[config.mk]
export PLATFORM = sky130hd
export DESIGN_NAME = player_motion
export DESIGN_NICKNAME = d
export VERILOG_FILES = /design/src/rtl/player_motion_pkg.sv /design/src/rtl/player_hstep.sv /design/src/rtl/player_motion.sv
export SDC_FILE = /design/constraint.sdc
export NUM_CORES = 1
export LEC_CHECK = 0
export BUFFER_PORTS_ARGS = -buffer_cell sky130_fd_sc_hd__buf_2
export CAP_MARGIN = 15
export CORE_UTILIZATION = 51
export CTS_CLUSTER_SIZE = 12
export DETAILED_ROUTE_END_ITERATION = 10
export GPL_TIMING_DRIVEN = 0
export PLACE_DENSITY = 0.83
export SYNTH_ARGS = -nofsm -noshare
export SYNTH_HDL_FRONTEND = slang
export SYNTH_SLANG_ARGS = --single-unit
[constraint.sdc]
create_clock -name clk -period 4 [get_ports clk]
set_input_delay 0.4 -clock clk [delete_from_list [all_inputs] [get_ports clk]]
set_output_delay 0.4 -clock clk [all_outputs]
set_load 0.02 [all_outputs]
[src/rtl/player_motion_pkg.sv]
// Shared definitions for the player motion slice: coordinate width, screen
// limits, vertical state encoding and the wall bundle field layout.
`timescale 1ns/1ps
package player_motion_pkg;

  localparam int COORD_W = 11;

  typedef logic [COORD_W-1:0] coord_t;

  localparam coord_t X_MAX = 11'd639;
  localparam coord_t Y_MAX = 11'd479;

  localparam logic [1:0] ST_GROUND  = 2'd0;
  localparam logic [1:0] ST_JUMP    = 2'd1;
  localparam logic [1:0] ST_FALL    = 2'd2;
  localparam logic [1:0] ST_DESCEND = 2'd3;

  // Wall bundle: [43:33] bottom, [32:22] top, [21:11] right, [10:0] left
  localparam int WALL_W          = 44;
  localparam int WALL_LEFT_LSB   = 0;
  localparam int WALL_RIGHT_LSB  = 11;
  localparam int WALL_TOP_LSB    = 22;
  localparam int WALL_BOTTOM_LSB = 33;

  typedef struct packed {
    coord_t bottom;
    coord_t top;
    coord_t right;
    coord_t left;
  } wall_t;

  function automatic coord_t wall_top(input wall_t w);
    return w.top;
  endfunction

endpackage

[src/rtl/player_hstep.sv]
// Horizontal step: one frame's left/right move with saturation at both
// screen edges, so the column never wraps.
`timescale 1ns/1ps
module player_hstep
  import player_motion_pkg::*;
#(
  parameter int STEP  = 2,
  parameter int X_LIM = 624
) (
  input  logic [COORD_W-1:0] x_in,
  input  logic               btn_left,
  input  logic               btn_right,
  output logic [COORD_W-1:0] x_out
);

  localparam coord_t STEP_C  = coord_t'(STEP);
  localparam coord_t X_LIM_C = coord_t'(X_LIM);

  // Clamp is decided before the add/subtract so the result stays in range.
  always_comb begin
    x_out = x_in;
    if (btn_left && !btn_right) begin
      if (x_in < STEP_C) begin
        x_out = 11'd0;
      end else begin
        x_out = x_in - STEP_C;
      end
    end else if (btn_right && !btn_left) begin
      if (x_in > (X_LIM_C - STEP_C)) begin
        x_out = X_LIM_C;
      end else begin
        x_out = x_in + STEP_C;
      end
    end else begin
      x_out = x_in;
    end
  end

endmodule

[src/rtl/player_motion.sv]
// Per-frame player position controller: horizontal stepping plus a
// ground/jump/fall/descend machine that descends one pixel per clock.
`timescale 1ns/1ps
module player_motion
  import player_motion_pkg::*;
#(
  parameter int PLAYER_W    = 16,
  parameter int PLAYER_H    = 16,
  parameter int START_X     = 320,
  parameter int START_Y     = 100,
  parameter int STEP        = 2,
  parameter int JUMP_FRAMES = 20,
  parameter int GRAVITY_MAX = 4
) (
  input  logic               clk,
  input  logic               rst_n,
  input  logic               frame_tick,
  input  logic               btn_left,
  input  logic               btn_right,
  input  logic               btn_jump,
  input  logic               collide,
  output logic [COORD_W-1:0] topy,
  output logic [COORD_W-1:0] bottomy,
  output logic [COORD_W-1:0] leftx,
  output logic [COORD_W-1:0] rightx,
  output logic [1:0]         state,
  output logic               airborne
);

  localparam int JC_W = $clog2(JUMP_FRAMES + 1);
  localparam int VW   = $clog2(GRAVITY_MAX + 1);

  localparam coord_t           STEP_C   = coord_t'(STEP);
  localparam coord_t           W_M1     = coord_t'(PLAYER_W - 1);
  localparam coord_t           H_M1     = coord_t'(PLAYER_H - 1);
  localparam coord_t           START_XC = coord_t'(START_X);
  localparam coord_t           START_YC = coord_t'(START_Y);
  localparam logic [JC_W-1:0]  JUMP_C   = JC_W'(JUMP_FRAMES);
  localparam logic [VW-1:0]    GMAX_C   = VW'(GRAVITY_MAX);
  localparam logic [VW-1:0]    VEL_ONE  = VW'(1);

  coord_t          x_q, x_d, y_q, y_d;
  logic [1:0]      state_q, state_d;
  logic [JC_W-1:0] jump_cnt_q, jump_cnt_d;
  logic [VW-1:0]   vel_q, vel_d, step_cnt_q, step_cnt_d;
  coord_t          x_step_s, bottomy_s;
  logic [VW-1:0]   vel_inc_s;

  player_hstep #(
    .STEP  (STEP),
    .X_LIM (int'(X_MAX) - PLAYER_W + 1)
  ) u_hstep (
    .x_in      (x_q),
    .btn_left  (btn_left),
    .btn_right (btn_right),
    .x_out     (x_step_s)
  );

  assign bottomy_s = y_q + H_M1;
  assign vel_inc_s = (vel_q >= GMAX_C) ? GMAX_C : (vel_q + VEL_ONE);

  assign topy     = y_q;
  assign bottomy  = bottomy_s;
  assign leftx    = x_q;
  assign rightx   = x_q + W_M1;
  assign state    = state_q;
  assign airborne = (state_q != ST_GROUND);

  // Next-state logic for position and the vertical state machine.
  always_comb begin
    x_d        = x_q;
    y_d        = y_q;
    state_d    = state_q;
    jump_cnt_d = jump_cnt_q;
    vel_d      = vel_q;
    step_cnt_d = step_cnt_q;
    if (frame_tick) begin
      x_d = x_step_s;
    end else begin
      x_d = x_q;
    end
    case (state_q)
      ST_GROUND: begin
        if (!frame_tick) begin
          state_d = ST_GROUND;
        end else if (btn_jump) begin
          state_d    = ST_JUMP;
          jump_cnt_d = JUMP_C;
        end else if (!collide && (bottomy_s < Y_MAX)) begin
          state_d = ST_FALL;
          vel_d   = {VW{1'b0}};
        end else begin
          state_d = ST_GROUND;
        end
      end
      ST_JUMP: begin
        if (!frame_tick) begin
          state_d = ST_JUMP;
        end else if ((jump_cnt_q == {JC_W{1'b0}}) || (y_q < STEP_C)) begin
          state_d = ST_FALL;
          vel_d   = {VW{1'b0}};
        end else begin
          y_d        = y_q - STEP_C;
          jump_cnt_d = jump_cnt_q - {{(JC_W-1){1'b0}}, 1'b1};
        end
      end
      ST_FALL: begin
        if (frame_tick) begin
          vel_d      = vel_inc_s;
          step_cnt_d = vel_inc_s;
          state_d    = ST_DESCEND;
        end else begin
          state_d = ST_FALL;
        end
      end
      ST_DESCEND: begin
        // collide reflects this cycle's registers, so the stop row is exact.
        if (collide) begin
          state_d    = ST_GROUND;
          vel_d      = {VW{1'b0}};
          step_cnt_d = {VW{1'b0}};
        end else if (bottomy_s == Y_MAX) begin
          state_d = ST_GROUND;
          vel_d   = {VW{1'b0}};
        end else if (step_cnt_q == {VW{1'b0}}) begin
          state_d = ST_FALL;
        end else begin
          y_d        = y_q + 11'd1;
          step_cnt_d = step_cnt_q - VEL_ONE;
        end
      end
      default: begin
        state_d = ST_FALL;
        vel_d   = {VW{1'b0}};
      end
    endcase
  end

  // State and position registers.
  always_ff @(posedge clk or negedge rst_n) begin
    if (!rst_n) begin
      x_q        <= START_XC;
      y_q        <= START_YC;
      state_q    <= ST_FALL;
      jump_cnt_q <= {JC_W{1'b0}};
      vel_q      <= {VW{1'b0}};
      step_cnt_q <= {VW{1'b0}};
    end else begin
      x_q        <= x_d;
      y_q        <= y_d;
      state_q    <= state_d;
      jump_cnt_q <= jump_cnt_d;
      vel_q      <= vel_d;
      step_cnt_q <= step_cnt_d;
    end
  end

endmodule

# --- Word level (Yosys, flattened, before mapping) ---
# Index checks and enable logic that the tools add are counted.
word_totals:
  reg_bits: 35
op_classes:
  reduce_logical: 21
  eq_ne: 20
  n_mux: 39
  magnitude_cmp: 5
  addsub: 9
ops:
  columns: ["operator", "n"]
  rows:
  - ["$mux 11", 9]
  - ["$mux 3", 12]
  - ["$add 11x4->11 const B", 2]
  - ["$lt 11x2->1 const B", 2]
  - ["$ne 2x2->1 const B", 11]
  - ["$pmux 11 s2", 1]
  - ["$sub 11x2->11 const B", 2]
  - ["$mux 5", 4]
  - ["$mux 2", 8]
  - ["$ne 3x3->1 const B", 4]
  - ["$pmux 3 s4", 1]
  - ["$add 11x1->11 const B", 1]
  - ["$add 11x2->11 const B", 1]
  - ["$eq 11x9->1 const B", 1]
  - ["$gt 11x10->1 const B", 1]
  - ["$lt 11x9->1 const B", 1]
  - ["$pmux 5 s2", 1]
  - ["$reduce_bool 2->1", 5]
  - ["$pmux 2 s4", 1]
  - ["$reduce_and 7->1", 1]
  - ["$pmux 3 s2", 1]
  - ["$reduce_and 6->1", 1]
  - ["$logic_not 5->1", 1]
  - ["$reduce_and 5->1", 1]
  - ["other kinds (15)", 21]

# --- Depth between registers and ports, before layout ---
depth:
  ltp_word: 7
  depth_mapped: 11

# --- By module ---
# A second synthesis with hierarchy kept.
unflattened:
  hier_cells: 380
  area_unflattened_um2: 3246.9
by_module_without_submodules:
  columns: ["module", "cells_each", "seq_area_each_um2", "area_per_inst_um2", "instances"]
  rows:
  - ["player_motion", 285, 883.3, 2622.5, 1]
  - ["player_hstep", 95, 0.0, 624.3, 1]

# --- Worst setup path after synthesis ---
# Ideal clock, no wire load.
synth_timing:
  path_kind: "reg-to-reg"
  startpoint: "register y_q[2], in the netlist topy[2]"
  endpoint: "register y_q[1], in the netlist topy[1]"
  setup_time_ns: 0.121
  path_stages_with_launch: 12
  period_less_slack_ns: 2.783
  arrival_time_ns: 2.662
  path_buffers: 2
  slack_ns: 1.217
  cell_sequence: "dfstp_2 > buf_6 > inv_1 > ha_1 > a21bo_2 > xnor2_1 > o311a_1 > nand4_2 > o21ai_4 > buf_6 > a22oi_2 > o22a_1"
synth_between:
  elab_chain_len: 4
  word_cells_on_any_way: 7
  cone_classes: "1 x add/sub; 1 x order compare; 3 x eq/ne; 2 x reduce/logical"
synth_lines:
  columns: ["element", "line_no", "text"]
  rows:
  - ["from (decl)", "player_motion.sv:42", "coord_t x_q, x_d, y_q, y_d;"]
  - ["from (signal assigned)", "player_motion.sv:150", "y_q <= y_d;"]
  - ["$add 11x4->11", "player_motion.sv:59", "assign bottomy_s = y_q + H_M1;"]
  - ["net bottomy[3]", "player_motion.sv:23", "output logic [COORD_W-1:0] bottomy,"]
  - ["$eq 11x9->1", "player_motion.sv:122", "end else if (bottomy_s == Y_MAX) begin"]
  - ["$ne 2x2->1 (no line)", null, null]
  - ["$reduce_and 6->1 (no line)", null, null]
# The timed path passes the listed nets, and every way through them passes these cells.
# A chain may end at the register's enable or synchronous reset.

# --- Worst setup path in the final report ---
layout_timing:
  startpoint: "register y_q[2], in the netlist topy[2]"
  endpoint: "register y_q[6], in the netlist topy[6]"
layout_between:
  elab_chain_len: 5
  word_cells_on_any_way: 15
  cone_classes: "3 x add/sub; 1 x order compare; 3 x eq/ne; 6 x mux; 2 x reduce/logical"
layout_lines:
  columns: ["element"]
  rows:
  - ["branches (longest 5 deep; another with $add 11x4->11)"]
# Parallel ways; which one is timed is not known. The select of a mux whose other input is x is not followed.

==> summary.md <==
| Metric | Value |
|---|---|
| IR drop worst, VDD | `between 400 and 500 uV` |
| Worst Max-Slew Pin Slew | `0.772 ns` |
| # DRC | `0` |
| Post-Synthesis Cells | `~350` |
| Layout Area Growth over Synthesis | `14.6%` |
| Dpl cell area | `around 3300 um^2` |
| Max-cap violations | `0` |
| Headroom to the max-slew limit | `0.485` |
| Post-Layout Cell Count | `478` |
| Cell Area, Synth | `~3000 um^2` |
| Dpl ws | `1.15 ns` |
| Hold crit path type | `primary input to asynchronous set/reset pin` |
| Skew final | `around 0.0031 ns` |
| Worst EP arrival | `about 3.1 ns` |
| Compound-Gate Fraction of Synth Area | `0.215` |
| CP Launch Type | `flop` |
| Post-CTS Resized | `0` |
| CTS Buf Count | `5` |
| Bufs on Longest Clock Path | `2` |
| Most used DFF post-synth | `dfrtp_1` |
| Routed Antenna Nets | `0` |
| Static leakage | `between 1 and 1.5 nW` |
| PortBufs | `50` |
| # hold bufs at CTS | `0` |
| Final period util | `0.727` |
| Fmax | `0.344 GHz` |
| Core area | `roughly 5500 um^2` |
| CP max-delay cell | `dfstp_2` |
| Die Footprint | `6070 um^2` |
| Clock transition at path regs | `~0.070 ns` |
| Placed Cells | `470` |
| Post-Synth Simple-Gate Area | `0.222` |
| Yosys warning count | `0` |
| Number of antenna violations at the first check in global routing | `0` |
| GP Congestion | `between 0.9 and 1` |
| RSZ-0062 raised after global routing | `no` |
| Die W | `just under 80 um` |
| Post-Syn Area per Cell | `~8.4 um^2` |
| Worst EP required | `around 4.2 ns` |
| Fin crit period | `a little under 3 ns` |
| Final WL | `6940 um` |
| Initial DRT Pass Iterations | `5` |
| Largest net degree at the start of global routing | `35` |
| Critical path peak fanout | `10` |
| HPWL Detailed | `approximately 5200 um` |
| WP buf/inv | `3` |
| Vias per cell | `roughly 5.8` |
| H-tree depth | `2` |
| Skew-Pair Late Insertion Delay | `0.29 ns` |
| Nets@finish | `428` |
| Clock Sinks | `34` |
| Post-CTS setup buffer count | `0` |
| Layout cells sized above 1 | `0.239` |
| Worst setup path startpoint | `topy[2]` |
| Multiplexer share of the synthesized area | `0.0345` |
| Largest area contributor in the netlist | `dfrtp_1` |
| Die H | `~78 um` |
| Slew Viols, Final | `0` |
| Gr ovfl total | `0` |
| Initial Utilization | `0.531` |
| Finished Cell Area | `~3400 um^2` |
| Fin. Hold Viols | `0` |
| Max stage delay on crit path | `approximately 0.55 ns` |
| Largest family of logic cells by synthesized area | `simple AND/OR/NAND/NOR gates` |
| FILL cells | `507` |
| TritonCTS clock tree | `yes` |
| Final worst-path setup slack | `around 1.1 ns` |
| Yosys reg bits | `34` |
| Pwr Density | `837 nW/um^2` |
| Crit path cell chain | `buf_6, inv_1, ha_1, nor3b_1, a31oi_1, mux2i_1, nor3b_2, nand2_1, buf_2, a21oi_1, xor2_1` |
| Final TNS setup | `0 ns` |
| Number of library cell types mapped by synthesis | `a little under 70` |
| Post-synth EDFFs | `0` |
| XOR/XNOR Fraction of Synth Area | `0.0894` |
| Synth area leaders | `dfrtp_1, ha_1, dfstp_2` |
| Area share of the largest cell type after synthesis | `0.238` |
| 1st-iter DRT viols | `around 170` |
| Net count after synthesis | `approximately 370` |
| DR WL/cell | `between 10 and 15 um` |
| Global-route wire length before repair | `approximately 12000 um` |
| Vias | `2774` |
| Synth Area in Adders | `0.0681` |
| Rows | `27` |
| Synth async-reset ratio | `1.00` |
| Vias in the first global route | `between 2000 and 3000` |
| Number of setup violations in the final report | `0` |
| Root Buffer | `clkbuf_8` |
| CP top delay family | `simple AND/OR/NAND/NOR gates` |
| Post-synthesis sequential area ratio | `0.292` |
| RR Startpoint | `topy[2]` |
| Kind of critical path | `flop to flop` |
| Status | `finished, final reports clean` |
| # IOs | `54` |
| CP endpoint kind | `flop` |
| Total GRT Usage | `0.243` |
| Ant. Diodes | `0` |
[cell type report]
type                       instances  area (um^2)  area share
clock inverter                     3         21.3     0.00631
multi-input combinational        264         1860       0.550
clock buffer                       5         68.8      0.0204
sequential                        34          858       0.255
tap                               72         90.1      0.0267
buffer                            29          148      0.0438
timing repair buffer              50          250      0.0742
inverter                          21         78.8      0.0234
[cells in the final DEF, fill, tap and decap left out, drive strengths merged, types with 3 or more instances in the layout]
cell / instances
a211oi: 4
a21oi: 21
a221oi: 3
a22oi: 3
a31oi: 8
and2: 8
and3: 4
buf: 65
clkbuf: 19
dfrtp: 28
dfstp: 6
ha: 16
inv: 21
mux2i: 9
nand2: 25
nand2b: 6
nand3: 12
nand3b: 3
nand4: 5
nand4b: 3
nor2: 26
nor2b: 4
nor3: 6
nor3b: 4
nor4: 3
o21ai: 19
o221ai: 3
o31ai: 3
or4: 3
xnor2: 13
xor2: 17
[logic make-up after synthesis]
group | after synthesis
simple gates | 119
compound gates | 87
buf+inv | 50
flops | 34
xor+xnor | 30
fa+ha+maj | 16
mux | 10
other cells | 2
[registers in the layout, summed over array words and instances (netlist names)]
signal	cells
topy	11
leftx	10
jump_cnt_q	5
step_cnt_q	3
vel_q	3
state	2
[power breakdown]
part / internal [mW] / leakage (nW) / switching (mW)
logic: 0.698 / 1.05 / 1.22
registers: 0.505 / 0.406 / 0.137
clock network: 0.122 / 0.0441 / 0.136
total: 1.33 / 1.50 / 1.49
[cells in the mapped netlist (all sizes together) (4+ instances only)]
master,count
and3,4
inv,21
nor2b,4
xor2,17
o21ai,19
nor2,26
a31oi,8
and2,8
nand4,5
nand2b,6
nand3,12
clkbuf,14
ha,16
nand2,25
buf,15
a211oi,4
nor3,6
nor3b,4
dfrtp,28
a21oi,21
mux2i,9
dfstp,6
xnor2,13
[stage by stage]
step / power, mW / util / hold WS (ns)
3_3_place_gp: 2.50 / 0.592 / 0.511
4_1_cts: 2.82 / 0.608 / 0.219
5_1_grt: 3.04 / 0.608 / 0.263
3_5_place_dp: 2.55 / 0.592 / 0.516
2_1_floorplan: 2.03 / - / 0.104
6_report: 2.82 / 0.608 / 0.188
[path summary, 6_finish.rpt]
path,to,slack (ns),depth (start not counted)
min in group clk,jump_cnt_q[4],0.44,3
worst max-delay path,topy[6],1.09,11
max in group asynchronous,topy[9],3.33,1
worst min register to register,jump_cnt_q[4],0.54,2
worst max register to register,topy[6],1.09,11
worst min-delay path,step_cnt_q[0],0.19,1
[routing by layer]
metal / share of wire / vias up / global-route usage
met5: 0 / - / 0
met4: 0.013 / 0 / 0.0815
met3: 0.054 / 11 / 0.0341
met2: 0.46 / 100 / 0.390
met1: 0.47 / 1313 / 0.336
li1: - / 1350 / -
No activity file was read; power rests on OpenSTA's default activity.
